`config.mk`:
```
export PLATFORM = sky130hd
export DESIGN_NAME = dilithium_kg_ctrl
export DESIGN_NICKNAME = d
export VERILOG_FILES = /design/src/rtl/dilithium_kg_ctrl.sv
export SDC_FILE = /design/constraint.sdc
export NUM_CORES = 1
export LEC_CHECK = 0
export ABC_CLOCK_PERIOD_IN_PS = 2700
export CAP_MARGIN = 20
export CORE_MARGIN = 1
export CORE_UTILIZATION = 30
export CTS_CLUSTER_SIZE = 12
export DETAILED_ROUTE_END_ITERATION = 12
export HOLD_SLACK_MARGIN = 0.02
export SLEW_MARGIN = 25
export SYNTH_ARGS = -nofsm -noshare
export SYNTH_HDL_FRONTEND = slang
export SYNTH_SLANG_ARGS = --single-unit
```
`constraint.sdc`:
```
create_clock -name clk -period 2.7 [get_ports clk]
set_clock_uncertainty 0.05 [all_clocks]
set_input_delay 0.54 -clock clk [delete_from_list [all_inputs] [get_ports clk]]
set_output_delay 0.54 -clock clk [all_outputs]
set_load 0.1 [all_outputs]
```
`src/rtl/dilithium_kg_ctrl.sv`:
```
// dilithium_kg_ctrl: host-side sequencer running one Dilithium keygen (mode 0) per request.
// Ports: req_valid/req_ready/seed_i accept a job and its 256-bit seed; out_* streams core output words
// to the host tagged with segment (0 RHO,1 K,2 S1,3 S2,4 T1,5 T0,6 TR), word index and last flag;
// job_done pulses at completion; busy is high outside IDLE; core_* drive the dilithium core
// (reset, start, mode, seed input stream, output stream). rst_n is asynchronous active-low.
// Optional macro KG_CYCLE_CNT_EN adds cycle_cnt[31:0], the saturating START-to-DONE cycle count.
module dilithium_kg_ctrl #(
  parameter int W = 64,
  parameter int SEC_LEVEL = 2,
  parameter int RST_CYCLES = 4
) (
  input  logic           clk,
  input  logic           rst_n,
  input  logic           req_valid,
  output logic           req_ready,
  input  logic [255:0]   seed_i,
  output logic           out_valid,
  input  logic           out_ready,
  output logic [W-1:0]   out_data,
  output logic [2:0]     out_seg,
  output logic [9:0]     out_idx,
  output logic           out_last,
  output logic           job_done,
  output logic           busy,
  output logic           core_rst,
  output logic           core_start,
  output logic [1:0]     core_mode,
  output logic           core_valid_i,
  input  logic           core_ready_i,
  output logic [W-1:0]   core_data_i,
  input  logic           core_valid_o,
  output logic           core_ready_o,
  input  logic [W-1:0]   core_data_o
`ifdef KG_CYCLE_CNT_EN
  ,
  output logic [31:0]    cycle_cnt
`endif
);
  localparam int SEED_WORDS = 256 / W;
  typedef enum logic [2:0] {IDLE, CRST, START, SEED, OUT, DONE} state_t;
  state_t state, state_n;
  logic [15:0] cnt;
  logic [255:0] seed_q;
  logic in_xfer, out_xfer, last_seed;
  function automatic logic [9:0] seg_words(input logic [2:0] s);
    int bits;
    bits = (s == 3'd2) ? (SEC_LEVEL == 2 ? 3072 : SEC_LEVEL == 3 ? 5120 : 5376) :
           (s == 3'd3) ? (SEC_LEVEL == 2 ? 3072 : 6144) :
           (s == 3'd4) ? (SEC_LEVEL == 2 ? 10240 : SEC_LEVEL == 3 ? 15360 : 20480) :
           (s == 3'd5) ? (SEC_LEVEL == 2 ? 13312 : SEC_LEVEL == 3 ? 19968 : 26624) : 256;
    return 10'((bits + W - 1) / W);
  endfunction
  assign in_xfer = state == SEED && core_ready_i;
  assign out_xfer = state == OUT && core_valid_o && out_ready;
  assign last_seed = cnt == 16'(SEED_WORDS - 1);
  assign out_last = out_idx == seg_words(out_seg) - 10'd1;
  assign busy = state != IDLE;
  assign core_mode = 2'd0;
  always_ff @(posedge clk or negedge rst_n)
    if (!rst_n) state <= IDLE;
    else state <= state_n;
  // core_rst also follows rst_n directly so the core stays in reset while the controller is.
  always_comb begin
    state_n = state;
    req_ready = 1'b0;
    core_rst = ~rst_n;
    core_start = 1'b0;
    core_valid_i = 1'b0;
    core_data_i = '0;
    out_valid = 1'b0;
    core_ready_o = 1'b0;
    out_data = '0;
    job_done = 1'b0;
    case (state)
      IDLE: begin
        req_ready = rst_n;
        if (req_valid) state_n = CRST;
      end
      CRST: begin
        core_rst = 1'b1;
        if (cnt == 16'(RST_CYCLES - 1)) state_n = START;
      end
      START: begin
        core_start = 1'b1;
        state_n = SEED;
      end
      SEED: begin
        core_valid_i = 1'b1;
        core_data_i = seed_q[255 -: W];
        if (core_ready_i && last_seed) state_n = OUT;
      end
      OUT: begin
        out_valid = core_valid_o;
        core_ready_o = out_ready;
        out_data = core_data_o;
        if (out_xfer && out_last && out_seg == 3'd6) state_n = DONE;
      end
      DONE: begin
        job_done = 1'b1;
        state_n = IDLE;
      end
      default: state_n = IDLE;
    endcase
  end
  // The seed register shifts left per accepted word so the next word is always at the top.
  always_ff @(posedge clk or negedge rst_n)
    if (!rst_n) begin
      cnt <= '0;
      seed_q <= '0;
      out_seg <= '0;
      out_idx <= '0;
    end else if (state == IDLE && req_valid) begin
      cnt <= '0;
      seed_q <= seed_i;
      out_seg <= '0;
      out_idx <= '0;
    end else if (state == CRST) begin
      cnt <= (cnt == 16'(RST_CYCLES - 1)) ? '0 : cnt + 16'd1;
    end else if (in_xfer) begin
      cnt <= cnt + 16'd1;
      seed_q <= seed_q << W;
    end else if (out_xfer) begin
      out_idx <= out_last ? '0 : out_idx + 10'd1;
      out_seg <= !out_last ? out_seg : out_seg == 3'd6 ? 3'd0 : out_seg + 3'd1;
    end
`ifdef KG_CYCLE_CNT_EN
  always_ff @(posedge clk or negedge rst_n)
    if (!rst_n) cycle_cnt <= '0;
    else if (state == START) cycle_cnt <= '0;
    else if ((state == SEED || state == OUT || state == DONE) && cycle_cnt != 32'hFFFF_FFFF)
      cycle_cnt <= cycle_cnt + 32'd1;
`endif
endmodule

```
==> results of run 1 <==
## per-stage QoR
| stage | TNS (ns) | hold slack (ns) | std cells |
|---|---|---|---|
| 3_5_place_dp | -0.1159 | 0.3194 | 2572 |
| 2_1_floorplan | -1.352 | 0.1944 | 1592 |
| 6_report | -1.617 | 0.3163 | 2641 |
| 4_1_cts | -0.7224 | 0.2849 | 2631 |
| 5_1_grt | -3.118 | 0.2975 | 2641 |
| 3_3_place_gp | -0.08445 | 0.3202 | 2572 |
## kinds of logic (layout without fill, tap and decap cells)
logic type / count (synthesis) / after routing / synth area share [%]
compound gates: 307 / 307 / 15.37
xor+xnor: 14 / 14 / 0.8949
fa+ha+maj: 4 / 4 / 0.3653
buf+inv: 148 / 598 / 4.164
flops: 288 / 288 / 52.60
mux: 1 / 1 / 0.07306
other cells: 1 / 9 / 0.02737
simple gates: 828 / 828 / 26.51
## path summary, 6_finish.rpt
check                           cells past startpoint  startpoint          end  slack [ns]
max in group asynchronous                           4       rst_n  seed_q[253]        1.00
worst min register to register                      1  seed_q[46]   seed_q[46]        0.45
worst max-delay path                                9  out_seg[1]     out_last       -0.64
worst max register to register                     13  out_seg[1]   out_seg[0]       -0.15
min in group clk                                    1  seed_q[46]   seed_q[46]        0.45
worst min-delay path                                2       rst_n      cnt[15]        0.32
## routing by layer
metal	track usage, %	routed length, µm
met5	0	25
met4	6.407	1114
met3	4.341	3094
met2	36.50	24990
met1	24.96	20070
## worst reg2reg max path: cells and delay by family, from the launching register on
| family | cells | cell delay, ns |
|---|---|---|
| DFF | 1 | 0.47 |
| adders and majority gates | 2 | 0.41 |
| buffers and inverters | 3 | 0.43 |
| xor gates and xnor gates | 1 | 0.16 |
| and+or+nand+nor | 3 | 0.62 |
| AOI/OAI and AO/OA | 4 | 0.64 |
## repair_timing
item | CTS | global route
setup buffers | 6 | 3
endpoints found under the setup margin | 51 | 45
pin swaps | 2 | 1
hold endpoints to repair | 5 | 0
gates resized for setup | 14 | 9
hold buffers | 1 | 0
## registers in the layout, indices dropped and copies added (netlist names)
| name | cells |
|---|---|
| out_idx | 10 |
| state | 3 |
| seed_q | 256 |
| cnt | 16 |
| out_seg | 3 |
## cell type report
type                            count  area, µm²  share of cell area, %
Antenna cell                        7      17.52                0.07976
Clock buffer                       49      943.4                  4.296
Clock inverter                      3      43.79                 0.1994
Inverter                            9      33.78                 0.1538
Multi-Input combinational cell   1156       6102                  27.78
Sequential cell                   288       7219                  32.87
Tap cell                          592      740.7                  3.373
Timing Repair Buffer              537       6862                  31.24
## power breakdown
group,internal [mW],switching [mW]
registers,6.07,0.984
clock network,2.46,1.73
logic,5.88,10.5
total,14.4,13.2
## cell usage in the layout (no fill, tap or decap), types with 3 or more instances in the layout
master           count
and3_1             135
nand4_1              8
nor4_1               3
and4_1               3
clkdlybuf4s50_1    324
o21ai_1              6
nand3_1             12
nand2b_1             6
diode_2              7
dfrtp_1            282
or3_1                7
clkbuf_1             8
o21ai_0              8
dfrtp_2              4
ha_1                 3
inv_1                9
a31oi_1            194
buf_12             160
nor3_1               6
nand2_1            408
buf_4               49
clkbuf_16           31
clkbuf_8            10
or4_1                3
xor2_1               8
nor2_1             211
o211ai_1             5
and2_1               4
a21oi_1              7
xnor2_1              5
o31ai_1              3
a22o_1              67
==> results.cfg, run 1 <==
[synth]
synth_cell_types = 47
yosysMostFrequentCell = nand2_1
synth-edff-count = 0
avgSynthCellArea_um2 = 8.612
synth_top_area_share_pct = 52.60
async_flop_share_pct = 100.0
synth-seq-cells = 288
yosys.area.top_type = dfrtp_1
ys_top_cells_by_area = dfrtp_1 (53%), nand2_1 (11%), a31oi_1 (8.9%)
netlist_area_mm2 = 0.01370
ys_seq_area_share_pct = 52.60
ys_warn_count = 0
syn_inst = 1591
synthTopCellsByCount = nand2_1 (410), dfrtp_1 (288), nor2_1 (213), a31oi_1 (195), and3_1 (136)
ys.flop_type = dfrtp_1

[setup_path]
cp_top_family = compound AO/OA/AOI/OAI gates
required_ns = 2.11
crit_chain = and2_4 > ha_4 > a21oi_4 > o21a_1 > ha_1 > xnor2_2 > a2111oi_4 > and4_4 > buf_12
cp_max_fo = 3
worst_setup_path_end_kind = primary output
cp.arrival_ns = 2.75
critPathBufInv = 1
crit_path_max_incr_delay_ns = 0.47
crit_slowest_cell = dfrtp_4
critPathKind = flip-flop to primary output
start_kind = flip-flop

[route]
drt-total-wl_mm = 49.29
first_pass_iters = 5
drtIter0Drc = 742
vias = 13220
ant_nets = 0
wl_per_cell_um = 18.66
vias_per_cell = 5.005
drcViolationCount = 0

[sta]
worst_pin_slew_ns = 0.8506
period_minus_slack_ns = 3.345
rsz0062_at_grt = true
slew_violations = 0
slew_headroom_pct = 43.29
final-setup-viol-count = 14
max_freq_ghz = 0.2990
hold_viol = 0
timing.final.crit_share_pct = 123.9
final.setup.worst_slack_ns = -0.6446

[flow_run]
maxCapViolations = 0

[clocking]
cts_tree = built
clkSlewWorstSetupHoldPaths_ns = 0.07
htree_levels = 1
cts_inserted_buffers = 31
cts.path.max_buffers = 3
clock_latency_ns = 0.57
numClockSinks = 288
clockRootBuffer = clkbuf_16

[floorplan]
die-height_um = 215.7
coreArea_mm2 = 0.04461
io_pins = 478
initial_utilization_pct = 30.72
die_x_um = 215.7
die-area_mm2 = 0.04653
num_rows = 77

[global_route]
grt_pass1_vias = 13170
grt_use_total_pct = 20.65
grt_pass1_wl_mm = 76.27
overflow = 0
antenna_found_initial = 9
grt_max_degree = 156

[placement]
dpl_cell_area_mm2 = 0.02078
dp_slack_ns = -0.07495
dp_hpwl_mm = 35.55
place.gp.congestion = 0.8625
portBuffers = 475

[outcome]
violations = setup timing
outcome = complete, but fails checks

[pwr]
p_leak_nw = 9.475
power_density_mw_per_mm2 = 1258
peakVddDrop_mv = 1.291
finalPower_mw = 27.62

[cells_and_area]
layout.nets = 2353
fillers = 4221
stdcell_area_mm2 = 0.02196
areaGrowthSynthToFinish_pct = 60.29
drive_gt1_share_pct = 14.35
fin_util_pct = 49.24

[worst_hold_path]
hp-class = input port to async pin
Note: power is estimated with default switching activity, not from simulation.
==> run 2: changes to the inputs <==
--- a/config.mk
+++ b/config.mk
@@ -5,7 +5,7 @@
 export SDC_FILE = /design/constraint.sdc
 export NUM_CORES = 1
 export LEC_CHECK = 0
-export ABC_CLOCK_PERIOD_IN_PS = 2700
+export ABC_CLOCK_PERIOD_IN_PS = 4100
 export CAP_MARGIN = 20
 export CORE_MARGIN = 1
 export CORE_UTILIZATION = 30
==> constraint.sdc (replaced) <==
create_clock -name clk -period 4.1 [get_ports clk]
set_clock_uncertainty 0.05 [all_clocks]
set_input_delay 0.82 -clock clk [delete_from_list [all_inputs] [get_ports clk]]
set_output_delay 0.82 -clock clk [all_outputs]
set_load 0.1 [all_outputs]
==> run 2 against run 1 <==
Compared with the run above:
- the run now ends clean
- final cell count decreased by 1.1%
- sequential power decreased by 35%
- utilization decreased by 4.7 points
- worst hold slack got worse by 0.15 ns
- cell area decreased by 9.6%
- first-iteration DRC count decreased by 9.2%
- critical endpoint unchanged
- largest cell class unchanged
==> results.cfg, run 2 (synthesized netlist as in run 1, its figures left out) <==
[setup_path]
cp_max_fo = 12
worst_setup_path_end_kind = primary output
cp.arrival_ns = 3.06
rrSetupSlack_ns = 0.80
crit_start = out_seg[1]
r2r_start = out_seg[1]
critPathKind = flip-flop to primary output
start_kind = flip-flop
required_ns = 3.23

[cells_and_area]
layout.nets = 2318
multiInputGateArea_mm2 = 0.005977
final_cell_mix = nand2_1 (409), clkdlybuf4s50_1 (336), dfrtp_1 (286)
fin_util_pct = 44.52
reg_top3 = seed_q: 256 flops, cnt: 16 flops, out_idx: 10 flops
seqCellArea_mm2 = 0.007209
largest-register = seed_q
largest_reg_flops = 256
fillers = 4390
final_common_cell = nand2_1
drive_gt1_share_pct = 11.61
areaGrowthSynthToFinish_pct = 44.95

[pwr]
p_comb_share_pct = 53.5
pwr-share-clk_pct = 18.7
p_int_mw = 8.254
p_leak_nw = 8.823
power_density_mw_per_mm2 = 836.3
p_sw_share_pct = 50.31
p_sw_mw = 8.356
peakVddDrop_mv = 0.8199
seqPwrFrac_pct = 27.8
finalPower_mw = 16.61

[sta]
timing.hold.ws_ns = 0.1629
slew_violations = 0
timing.final.crit_share_pct = 95.94
rsz0062_at_grt = false
hold_viol = 0
fin_setup_tns_ns = 0
slew_headroom_pct = 32.06
worst_pin_slew_ns = 1.016
max_freq_ghz = 0.2542
period_minus_slack_ns = 3.934
final-setup-viol-count = 0

[floorplan]
die-height_um = 215.7
num_rows = 77
die-area_mm2 = 0.04653
io_pins = 478
die_x_um = 215.7
initial_utilization_pct = 30.72
coreArea_mm2 = 0.04461

[clocking]
clockRootBuffer = clkbuf_16
htree_levels = 2
cts.path.max_buffers = 3
clock_latency_ns = 0.55
cts_inserted_buffers = 36
numClockSinks = 288
cts_tree = built
cts_setup_buffers = 0
clkSlewWorstSetupHoldPaths_ns = 0.05

[placement]
dp_hpwl_mm = 32.24
portBuffers = 475
place.gp.congestion = 0.8612

[route]
drtIter0Drc = 674
ant_nets = 0
drcViolationCount = 0
vias_per_cell = 4.970
wl_per_cell_um = 17.78
first_pass_iters = 5
vias = 12980
drt-total-wl_mm = 46.42

[outcome]
outcome = complete, no violations

[global_route]
grt_use_total_pct = 19.51
antenna_found_initial = 8
grt_pass1_vias = 12700
grt_pass1_wl_mm = 71.88
grt_max_degree = 123
overflow = 0

[worst_hold_path]
hp-class = input port to async pin

[flow_run]
maxCapViolations = 0
==> run 2: path summary, 6_finish.rpt <==
| kind | end | cells after the start |
|---|---|---|
| min in group clk | seed_q[44] | 1 |
| max in group asynchronous | seed_q[243] | 3 |
| max | out_last | 9 |
| max reg2reg | state[0] | 10 |
| min reg2reg | seed_q[44] | 1 |
| min | out_idx[5] | 1 |
==> run 2: repair_timing <==
action / CTS / global route
endpoints found under the setup margin: 0 / 1
gates resized for setup: 0 / 2
hold buffers: 0 / 0
==> run 2: power groups by stage <==
stage | registers, mW | clock network (mW) | logic (mW)
5_1_grt | 4.76 | 3.32 | 9.52
3_5_place_dp | 4.66 | 0 | 8.98
2_1_floorplan | 4.50 | 0 | 6.73
4_1_cts | 4.62 | 3.21 | 8.99
6_report | 4.61 | 3.11 | 8.89
3_3_place_gp | 4.62 | 0 | 8.90
==> run 2: layer usage <==
layer  track usage [%]  part of all wire, %  vias to the layer above
li1                  -                    -                     6303
met1             22.93                   40                     6185
met2             34.75                   51                      417
met3             5.046                  6.6                       65
met4             5.626                  2.0                        6
met5                 0                0.078                        -
==> run 2: worst max-delay path, cell delays in order, from the launching register on <==
cell,delay [ns]
dfrtp_1,0.49
and2_1,0.20
ha_1,0.22
a21oi_2,0.17
nand2_1,0.08
ha_1,0.31
xnor2_1,0.16
a2111oi_4,0.38
and4_4,0.33
buf_12,0.18
==> run 2: cell type report <==
class                   instances  area share (%)
flip-flops and latches        288           36.30
clock inverters                11          0.4536
diodes                          4         0.05040
inverters                       9          0.1701
repair buffers                497           23.81
well taps                     592           3.730
multi-input cells            1156           30.10
clock buffers                  54           5.387
==> run 2: through the flow <==
stage / worst slack [ns] / area [µm²] / std cells
5_1_grt: 0.02944 / 19860 / 2610
3_5_place_dp: 0.6293 / 18690 / 2542
6_report: 0.1663 / 19860 / 2611
2_1_floorplan: 0.02954 / 13710 / 1592
3_3_place_gp: 0.7237 / 18690 / 2542
4_1_cts: 0.02831 / 19850 / 2607
==> run 3: changes to the inputs <==
--- a/config.mk
+++ b/config.mk
@@ -5,6 +5,7 @@
 export SDC_FILE = /design/constraint.sdc
 export NUM_CORES = 1
 export LEC_CHECK = 0
+export ABC_AREA = 0
 export ABC_CLOCK_PERIOD_IN_PS = 4100
 export CAP_MARGIN = 20
 export CORE_MARGIN = 1
==> results of run 3 <==
No change in the layout: final DEF, timing and power equal those of run 2.
